## config.mk

```make
export PLATFORM = sky130hd
export DESIGN_NAME = param_seq_multiplier
export DESIGN_NICKNAME = d
export VERILOG_FILES = /design/src/rtl/param_seq_multiplier.sv
export SDC_FILE = /design/constraint.sdc
export NUM_CORES = 1
export LEC_CHECK = 0
export ABC_AREA = 1
export ABC_CLOCK_PERIOD_IN_PS = 5250
export CORE_AREA = 8 8 139 141
export CTS_BUF_LIST = sky130_fd_sc_hd__clkbuf_8
export DETAILED_ROUTE_END_ITERATION = 8
export DIE_AREA = 0 0 147 149
export PLACE_DENSITY = 0.67
export SYNTH_ARGS = -nofsm -noshare
export SYNTH_HDL_FRONTEND = slang
export SYNTH_SLANG_ARGS = --single-unit
```

## constraint.sdc

```tcl
create_clock -name clk -period 5.25 [get_ports clk]
set_input_delay 1.575 -clock clk [delete_from_list [all_inputs] [get_ports clk]]
set_output_delay 1.575 -clock clk [all_outputs]
set_load 0.01 [all_outputs]
```

## src/rtl/param_seq_multiplier.sv

```systemverilog
// Shift-add sequential multiplier: one multiplier bit per CALC cycle, valid/ready on both sides.
// Optional macro PARAM_SEQ_MULTIPLIER_EARLY_TERM_EN ends CALC once the remaining multiplier bits are zero.
module param_seq_multiplier #(
  parameter int WIDTH  = 16,
  parameter int SIGNED = 0
) (
  input  logic               clk,
  input  logic               rst,
  input  logic               in_valid,
  output logic               in_ready,
  input  logic [WIDTH-1:0]   a,
  input  logic [WIDTH-1:0]   b,
  output logic               out_valid,
  input  logic               out_ready,
  output logic [2*WIDTH-1:0] prod,
  output logic               busy
);
  localparam int PW = 2 * WIDTH;
  localparam int CW = $clog2(WIDTH) + 1;

  typedef enum logic [1:0] {
    IDLE = 2'd0,
    CALC = 2'd1,
    DONE = 2'd2
  } state_e;

  state_e           state_q;
  logic [PW-1:0]    mcand_q;
  logic [PW-1:0]    acc_q;
  logic [PW-1:0]    prod_q;
  logic [WIDTH-1:0] mplier_q;
  logic [CW-1:0]    cnt_q;
  logic             neg_q;
  logic             in_ready_q;
  logic             busy_q;
  logic             out_valid_q;

  logic [WIDTH-1:0] a_mag_d;
  logic [WIDTH-1:0] b_mag_d;
  logic             neg_d;
  logic [PW-1:0]    acc_d;
  logic [PW-1:0]    result_d;
  logic             last_d;

  // Operand magnitudes; -2^(WIDTH-1) negates to itself, which reads correctly as unsigned.
  always_comb begin
    if (SIGNED != 0) begin
      if (a[WIDTH-1]) begin
        a_mag_d = '0 - a;
      end else begin
        a_mag_d = a;
      end
      if (b[WIDTH-1]) begin
        b_mag_d = '0 - b;
      end else begin
        b_mag_d = b;
      end
      neg_d = a[WIDTH-1] ^ b[WIDTH-1];
    end else begin
      a_mag_d = a;
      b_mag_d = b;
      neg_d   = 1'b0;
    end
  end

  // Accumulate step, signed fix-up of the final sum and end-of-CALC detection.
  always_comb begin
    if (mplier_q[0]) begin
      acc_d = acc_q + mcand_q;
    end else begin
      acc_d = acc_q;
    end
    if (neg_q) begin
      result_d = '0 - acc_d;
    end else begin
      result_d = acc_d;
    end
`ifdef PARAM_SEQ_MULTIPLIER_EARLY_TERM_EN
    last_d = (mplier_q[WIDTH-1:1] == '0) || (cnt_q == CW'(WIDTH - 1));
`else
    last_d = (cnt_q == CW'(WIDTH - 1));
`endif
  end

  // Control FSM with datapath registers and registered handshake flags.
  always_ff @(posedge clk or posedge rst) begin
    if (rst) begin
      state_q     <= IDLE;
      mcand_q     <= '0;
      acc_q       <= '0;
      prod_q      <= '0;
      mplier_q    <= '0;
      cnt_q       <= '0;
      neg_q       <= 1'b0;
      in_ready_q  <= 1'b1;
      busy_q      <= 1'b0;
      out_valid_q <= 1'b0;
    end else begin
      case (state_q)
        IDLE: begin
          if (in_valid) begin
            mcand_q    <= {{WIDTH{1'b0}}, a_mag_d};
            mplier_q   <= b_mag_d;
            acc_q      <= '0;
            cnt_q      <= '0;
            neg_q      <= neg_d;
            state_q    <= CALC;
            in_ready_q <= 1'b0;
            busy_q     <= 1'b1;
          end else begin
            state_q <= IDLE;
          end
        end
        CALC: begin
          acc_q    <= acc_d;
          mcand_q  <= {mcand_q[PW-2:0], 1'b0};
          mplier_q <= {1'b0, mplier_q[WIDTH-1:1]};
          cnt_q    <= cnt_q + 1'b1;
          if (last_d) begin
            prod_q      <= result_d;
            state_q     <= DONE;
            busy_q      <= 1'b0;
            out_valid_q <= 1'b1;
          end else begin
            state_q <= CALC;
          end
        end
        DONE: begin
          if (out_ready) begin
            state_q     <= IDLE;
            out_valid_q <= 1'b0;
            in_ready_q  <= 1'b1;
          end else begin
            state_q <= DONE;
          end
        end
        default: begin
          state_q     <= IDLE;
          in_ready_q  <= 1'b1;
          busy_q      <= 1'b0;
          out_valid_q <= 1'b0;
        end
      endcase
    end
  end

  assign in_ready  = in_ready_q;
  assign busy      = busy_q;
  assign out_valid = out_valid_q;
  assign prod      = prod_q;

endmodule

```

# After elaboration in Yosys (flattened, before gate mapping)
# Cells that the tools add are included.
[word_totals]
reg_bits = 122
input_bits = 36
output_inout_bits = 35
[op_classes]
add_sub_neg = 2
eq_ne = 6
n_mux = 22
bitwise = 3
n_reduce_logical = 7
[op_table]
columns = ["operator", "n"]
rows = [
  ["32-bit case mux with 2 select lines", 2],
  ["32-bit two-way mux", 3],
  ["32-bit adder", 1],
  ["16-bit case mux with 2 select lines", 1],
  ["16-bit two-way mux", 1],
  ["5-bit case mux with 2 select lines", 1],
  ["1-bit case mux with 3 select lines", 3],
  ["3-bit AND reduction", 3],
  ["1-bit two-way mux", 7],
  ["2-bit != test, second input constant", 3],
  ["2-bit case mux with 3 select lines", 1],
  ["5-bit by 1-bit adder with 5-bit output, second input constant", 1],
  ["5-bit by 4-bit == test with 1-bit output, second input constant", 1],
  ["5-bit two-way mux", 1],
  ["2-bit two-way mux", 2],
  ["2-bit AND reduction", 2],
  ["1-bit inverter", 3],
  ["2-bit by 1-bit == test with 1-bit output, second input constant", 1],
  ["2-bit == test, second input constant", 1],
  ["2-bit logical NOT", 1],
  ["2-bit nonzero test", 1],
]

# Depth between registers and ports, before layout
[logic_depth]
ltp_word = 3
mapped_depth = 14
depth_no_buf = 13

# Least setup slack after synthesis
# Ideal clock, no wire load.
[synth_path]
path_type = "input port to flip-flop"
startpoint = "input in_valid"
endpoint = "register acc_q[0]"
arrival_time_ps = 2258
required_ps = 5112
path_slack_ps = 2853
cell_stages = 6
path_buffers = 1
cell_sequence = "nand2_1 -> inv_2 -> nor2_4 -> inv_2 -> clkbuf_1 -> o22ai_1"
[synth_between]
elab_chain_len = 2
[synth_rtl]
columns = ["item", "line", "source"]
rows = [
  ["start: declaration", "9", "input logic in_valid,"],
  ["2-bit != test (no source line)", "n/a", ""],
  ["2-bit AND reduction (no source line)", "n/a", ""],
  ["end signal: assignment", "90", "acc_q <= '0;"],
  ["end signal: assignment", "104", "acc_q <= '0;"],
  ["end signal: assignment", "115", "acc_q <= acc_d;"],
  ["end: declaration", "29", "logic [PW-1:0] acc_q;"],
]
# No other way between the ends.
# A chain may end at the register's enable or synchronous reset.

# Worst setup path in the final report
[layout_path]
startpoint = "register in_ready_q, in the netlist in_ready"
endpoint = "output in_ready"
[layout_lines]
columns = ["item", "line", "source"]
rows = [
  ["start: declaration", "34", "logic in_ready_q;"],
  ["start signal: assignment", "95", "in_ready_q <= 1'b1;"],
  ["start signal: assignment", "108", "in_ready_q <= 1'b0;"],
  ["start signal: assignment", "132", "in_ready_q <= 1'b1;"],
  ["end: declaration", "10", "output logic in_ready,"],
]
# No word-level cell between the ends.

==> results.ini <==
[critical_path]
r2r-start=cnt_q[0]$_DFFE_PP0P_
crit_start=in_ready$_DFFE_PP1P_
crit_type=reg -> out
cp_top_family=flip-flops
cp_num_buf_inv=1
cp_slowest_cell=dfstp_2
arrival_ns=1.51
crit_end=in_ready
max_stage_delay_ns=0.54
r2r-end=state_q[1]$_DFF_PP0_
crit_chain=clkdlybuf4s50_1
path_max_fanout=2
cp.depth=1
reg2regPathDepth=7
rrSetupSlack_ns=2.79
worst_setup_path_end_kind=output pin
critical_path_required_ns=3.68
crit_path_start_kind=flip-flop

[floorplanning]
num_io_pins=71
start_util=0.443
die_y_um=149
die-area_um2=21900
die_w_um=147
core.rowCount=48
core_area_um2=17100

[synth]
synthTopCellsByCount=nand2_1 (339), inv_1 (182), dfrtp_1 (121)
syn_avg_cell_area_um2=7.18
synth_area_um2=7560
ys_warn_count=0
synth_top_cell_area_share=0.401
synth_top_cell_by_area=dfrtp_1
synthesis.nets=1123
yosysSeqAreaShare=0.404
ys_seq_elements=122
ys.flop_type=dfrtp_1
netlist_instances=1053
yosysMostFrequentCell=nand2_1
async_reset_ff_frac=1.00
synth_edf_count=0
synthTopCellsByArea=dfrtp_1 (40%), nand2_1 (17%), inv_1 (9.0%), nand3_1 (5.6%), ha_1 (5.5%)
yosys.cell_types.count=40

[clock_network]
cts_tree=done
path_clk_slew_ns=0.08
cts_sinks=122
numCtsBuffers=17
cts_post_setup_buffers_inserted=0
h-tree-depth=4
cts_root_buf=clkbuf_8
cts_buffer_depth=2
cts_resized=0
hold_buffers=0
insertion_delay_ns=0.45

[sta]
period_share=0.588
report.final.slew_viol_count=0
setup_viol=0
period_minus_slack_ns=3.09
hold_viol=0
fin_skew_ns=0.0133
clock.fmax_mhz=324
setup-tns-final_ns=0
grt_setup_unrepaired=no
relSlewSlack=0.298
worst_pin_slew_ns=1.05
whs_ns=0.471

[power]
peakVddDrop_mv=0.320
p_sw_frac=0.493
p_seq_frac=0.257
leakagePower_nw=4.75
clockPowerShare=0.128
p_comb_frac=0.614
p_per_area_nw_per_um2=759
intPower_mw=3.38
p_switching_mw=3.29

[detailed_routing]
route.detailed.drc=0
drt_first_pass_iters=5
ant_nets=0
routed_wl_mm=19.8
wl_per_cell_um=14.6
vias=6752
drt_iter0_markers=519
viasPerCell=4.99

[cells_and_area]
area_growth_pct=16.4
diodes=0
drive_gt1_frac=0.0719
fin_nets=1184
fin_area_um2=8800

[placement]
place.gp.congestion=0.931
hpwlAfterDp_mm=14.5
portBuffers=70
placed_cell_area_um2=8390

[global_route]
grt_antenna_before_repair=0
grt_overflow=0
grt_util_all_layers=0.185
grt_pass1_wl_mm=32.7
first_global_vias=6566
grt_max_degree=71

[outcome]
status=complete, no violations

[flow_run]
max_cap_violations=0

[hold_path]
hold_path_class=reg -> reg

[state kept, by name, summed over array words and instances (netlist names)]
name       count
in_ready       1
cnt_q          5
acc_q         32
prod          32
mplier_q      16
out_valid      1
mcand_q       32
state_q        2
busy           1
[worst min path at each step]
stage	endpoint	start	slack, ns	cells after the start
detailed placement	in_ready$_DFFE_PP1P_	in_ready$_DFFE_PP1P_	0.46	2
CTS	in_ready$_DFFE_PP1P_	in_ready$_DFFE_PP1P_	0.47	2
global route	prod[27]$_DFFE_PP0P_	prod[27]$_DFFE_PP0P_	0.50	2
floorplan	acc_q[25]$_DFFE_PP0P_	acc_q[25]$_DFFE_PP0P_	0.47	2
global placement	in_ready$_DFFE_PP1P_	in_ready$_DFFE_PP1P_	0.46	2
finish	in_ready$_DFFE_PP1P_	in_ready$_DFFE_PP1P_	0.47	2
[per-stage QoR]
step / power [mW] / setup WS, ns / util / std cells
after global routing: 7.31 / 2.12 / 0.516 / 1352
after floorplan: 4.69 / 0.434 / - / 1053
after global placement: 5.72 / 1.93 / 0.492 / 1320
after detailed placement: 5.78 / 1.89 / 0.492 / 1320
after CTS: 6.68 / 2.13 / 0.516 / 1352
final: 6.68 / 2.16 / 0.516 / 1352
[worst min-delay path: cells and delay by family (launching register included)]
family | cells | cell delay [ns]
flops | 1 | 0.38
simple gates | 2 | 0.10
[cell usage in the layout, fill, tap and decap left out, drive strengths merged, types with 19 or more instances in the layout]
cell type and n:
nand3 91, dfrtp 121, clkdlybuf4s50 70, o21ai 30, a21oi 49, nand2 350
clkbuf 19, nor2 45, inv 194, ha 33, o22ai 54
[power by group through the flow]
stage | combinational (mW) | sequential (mW) | clock [mW]
floorplan | 2.99 | 1.70 | 0
global placement | 4.00 | 1.71 | 0
detailed placement | 4.07 | 1.72 | 0
CTS | 4.09 | 1.71 | 0.874
global route | 4.63 | 1.77 | 0.914
finish | 4.10 | 1.72 | 0.857
[layout make-up]
class                           instances  area [um2]
Tap cell                              225         282
Multi-Input combinational cell        707        3590
Clock inverter                         13         143
Inverter                              191         719
Sequential cell                       122        3050
Clock buffer                           19         262
Fill cell                            1658        8260
Timing Repair Buffer                   75         751
[per-layer routing]
metal / up-vias / GRT usage / wire length, um
li1: 3450 / - / -
met1: 3126 / 0.262 / 9990
met2: 155 / 0.283 / 8620
met3: 21 / 0.0355 / 875
met4: 0 / 0.0505 / 267
met5: - / 0 / 0
[kinds of logic after synthesis]
kind of cell | after synthesis | share of synthesized area
multiplexers | 1 | 0.00132
flip-flops | 122 | 0.404
AO/OA/AOI/OAI | 148 | 0.112
buffers and inverters | 224 | 0.122
adder cells (fa/ha/maj) | 34 | 0.0573
AND/OR/NAND/NOR | 509 | 0.286
XOR/XNOR | 15 | 0.0174
No activity file was read; power rests on OpenSTA's default activity.
==> RTL change (same settings) <==
The 3 states of `state_e` get a one-hot encoding in 3 bits.
--- a/src/rtl/param_seq_multiplier.sv
+++ b/src/rtl/param_seq_multiplier.sv
@@ -20,6 +20,6 @@
 
-  typedef enum logic [1:0] {
-    IDLE = 2'd0,
-    CALC = 2'd1,
-    DONE = 2'd2
+  typedef enum logic [2:0] {
+    IDLE = 3'b001,
+    CALC = 3'b010,
+    DONE = 3'b100
   } state_e;
Behaviour: same outputs for any inputs over 10 cycles, from zero or initial values and one cycle with rst high; not proved beyond that.
==> RTL change against the original RTL <==
  * Core utilization up 0.45 points
  * Sequential cell count increased by 1
  * Critical endpoint is now mplier_q[4]
  * Power down 33%
  * Area after synthesis up 0.84%
  * Wire length down 1.2%
  * Worst setup slack worse by 0.36 ns
  * Cell area increased by 0.87%
==> RTL change: results (changes against the original RTL) <==
Worst Setup Path Type=input port to register; DRT iter0 DRCs=513 (-1.2%); half-perimeter wire length after placement=14.1 mm (-2.7%); mux cell area share after synthesis=0.131% (-0.0011 points); reg-to-reg critical path startpoint=state_q[0]; CTS buffer count=17 (unchanged); Avg Inst Size Synth=7.05 um^2 (-1.8%); fin nets=1213 (+2.4%); Total GRT Usage=18.6% (+0.15 points); final worst path period share=65.7% (+6.9 points); CTS max path bufs=2 (unchanged); met2 Track Usage GR=29.5% (+1.2 points); Worst Skew=0.0132 ns (-0.0000467 ns); Slew @ Worst Pin=0.636 ns (-0.416 ns); peak supply drop=0.273 mV (-15%); Clock H-tree levels=4 (unchanged); vias in the first global route=6677 (+1.7%); worst slack, placed=1.33 ns (-0.552 ns); IO Port Bufs=70 (unchanged); pin count of the biggest net entering global routing=61 (-14%); area post-placement=8500 um^2 (+1.3%); gpl congestion=0.925 (-0.69%); first-pass GRT wire length=33.2 mm (+1.4%); WHS Endpoint=prod[30]; WHS Path Cells=2 (unchanged); Comb group=2.25 mW (-45%); Clk pwr share=18.3% (+5.5 points); top cells by count, synth=382 x nand2_1, 161 x inv_1, 121 x dfrtp_1, 92 x nand3_1, 86 x nor2_1; status=complete, no violations; GR Util met3=3.37% (-0.18 points); Post-Synth Adder-Cell Area=5.68% (-0.048 points); PD cells=501 nW/um^2 (-34%); ranking of synthesized cells by area=dfrtp_1 40%, nand2_1 19%, inv_1 7.9%, nand3_1 6.0%, ha_1 5.4%; CP Data Arrival Time=3.81 ns (+2.30 ns); post-synthesis compound-gate area fraction=10.4% (-0.82 points); Layout Cells excl Fill=1381 (+2.1%); xor/xnor share of the synthesized area=1.61% (-0.13 points); Psw=2.06 mW (-38%); DR WL/cell=14.1 um (-3.3%); clk_lat worst skew=0.45 ns (about the same); Ys Warns=0 (unchanged); Worst R2R Setup Slack=2.56 ns (-0.23 ns); M1 GR Usage=25.1% (-1.1 points); Filler Cells Inserted=1722 (+3.9%); CTS resizes=0 (unchanged); part of the Yosys area used for sequential elements=40.4% (about the same); layout cells sized above 1=6.23% (-0.96 points); Hold Slack=0.479 ns (+0.00767 ns); Max FO, Critical Path=45 (+43); DR vias=6846 (+1.4%); RR Endpoint=mplier_q[4]; Lkg Pwr=4.68 nW (-1.5%); hold_sp=prod[30]; crit path from=in_valid; Netlist cell types=38 (-5.0%); cell total after placement=1349 (+2.2%)
RTL change: layer usage:
metal	part of all wire, %	up-vias
met2	46	128
met3	3.8	25
li1	-	3539
met5	0	-
met4	1.8	0
met1	49	3154
RTL change: layout make-up:
cell class | instances | area (um^2) | share of cell area [%]
clock buffer | 17 | 234 | 2.64
sequential | 123 | 3080 | 34.7
multi-input combinational | 758 | 3750 | 42.3
clock inverter | 15 | 136 | 1.54
inverter | 166 | 626 | 7.05
tap | 225 | 282 | 3.17
timing repair buffer | 77 | 766 | 8.63
RTL change: kinds of logic (layout without fill, tap and decap cells):
kind of cell,count (synthesis),after routing
xor+xnor,14,14
buf+inv,200,275
mux,1,1
flops,123,123
fa+ha+maj,34,34
compound gates,123,123
simple gates,586,586
RTL change: worst max-delay path, stage by stage:
cell and delay, ns:
clkdlybuf4s50_1 0.56, nand2_2 0.28, nand2_2 0.57, buf_4 0.55, nor2_1 0.10, a31oi_2 0.16
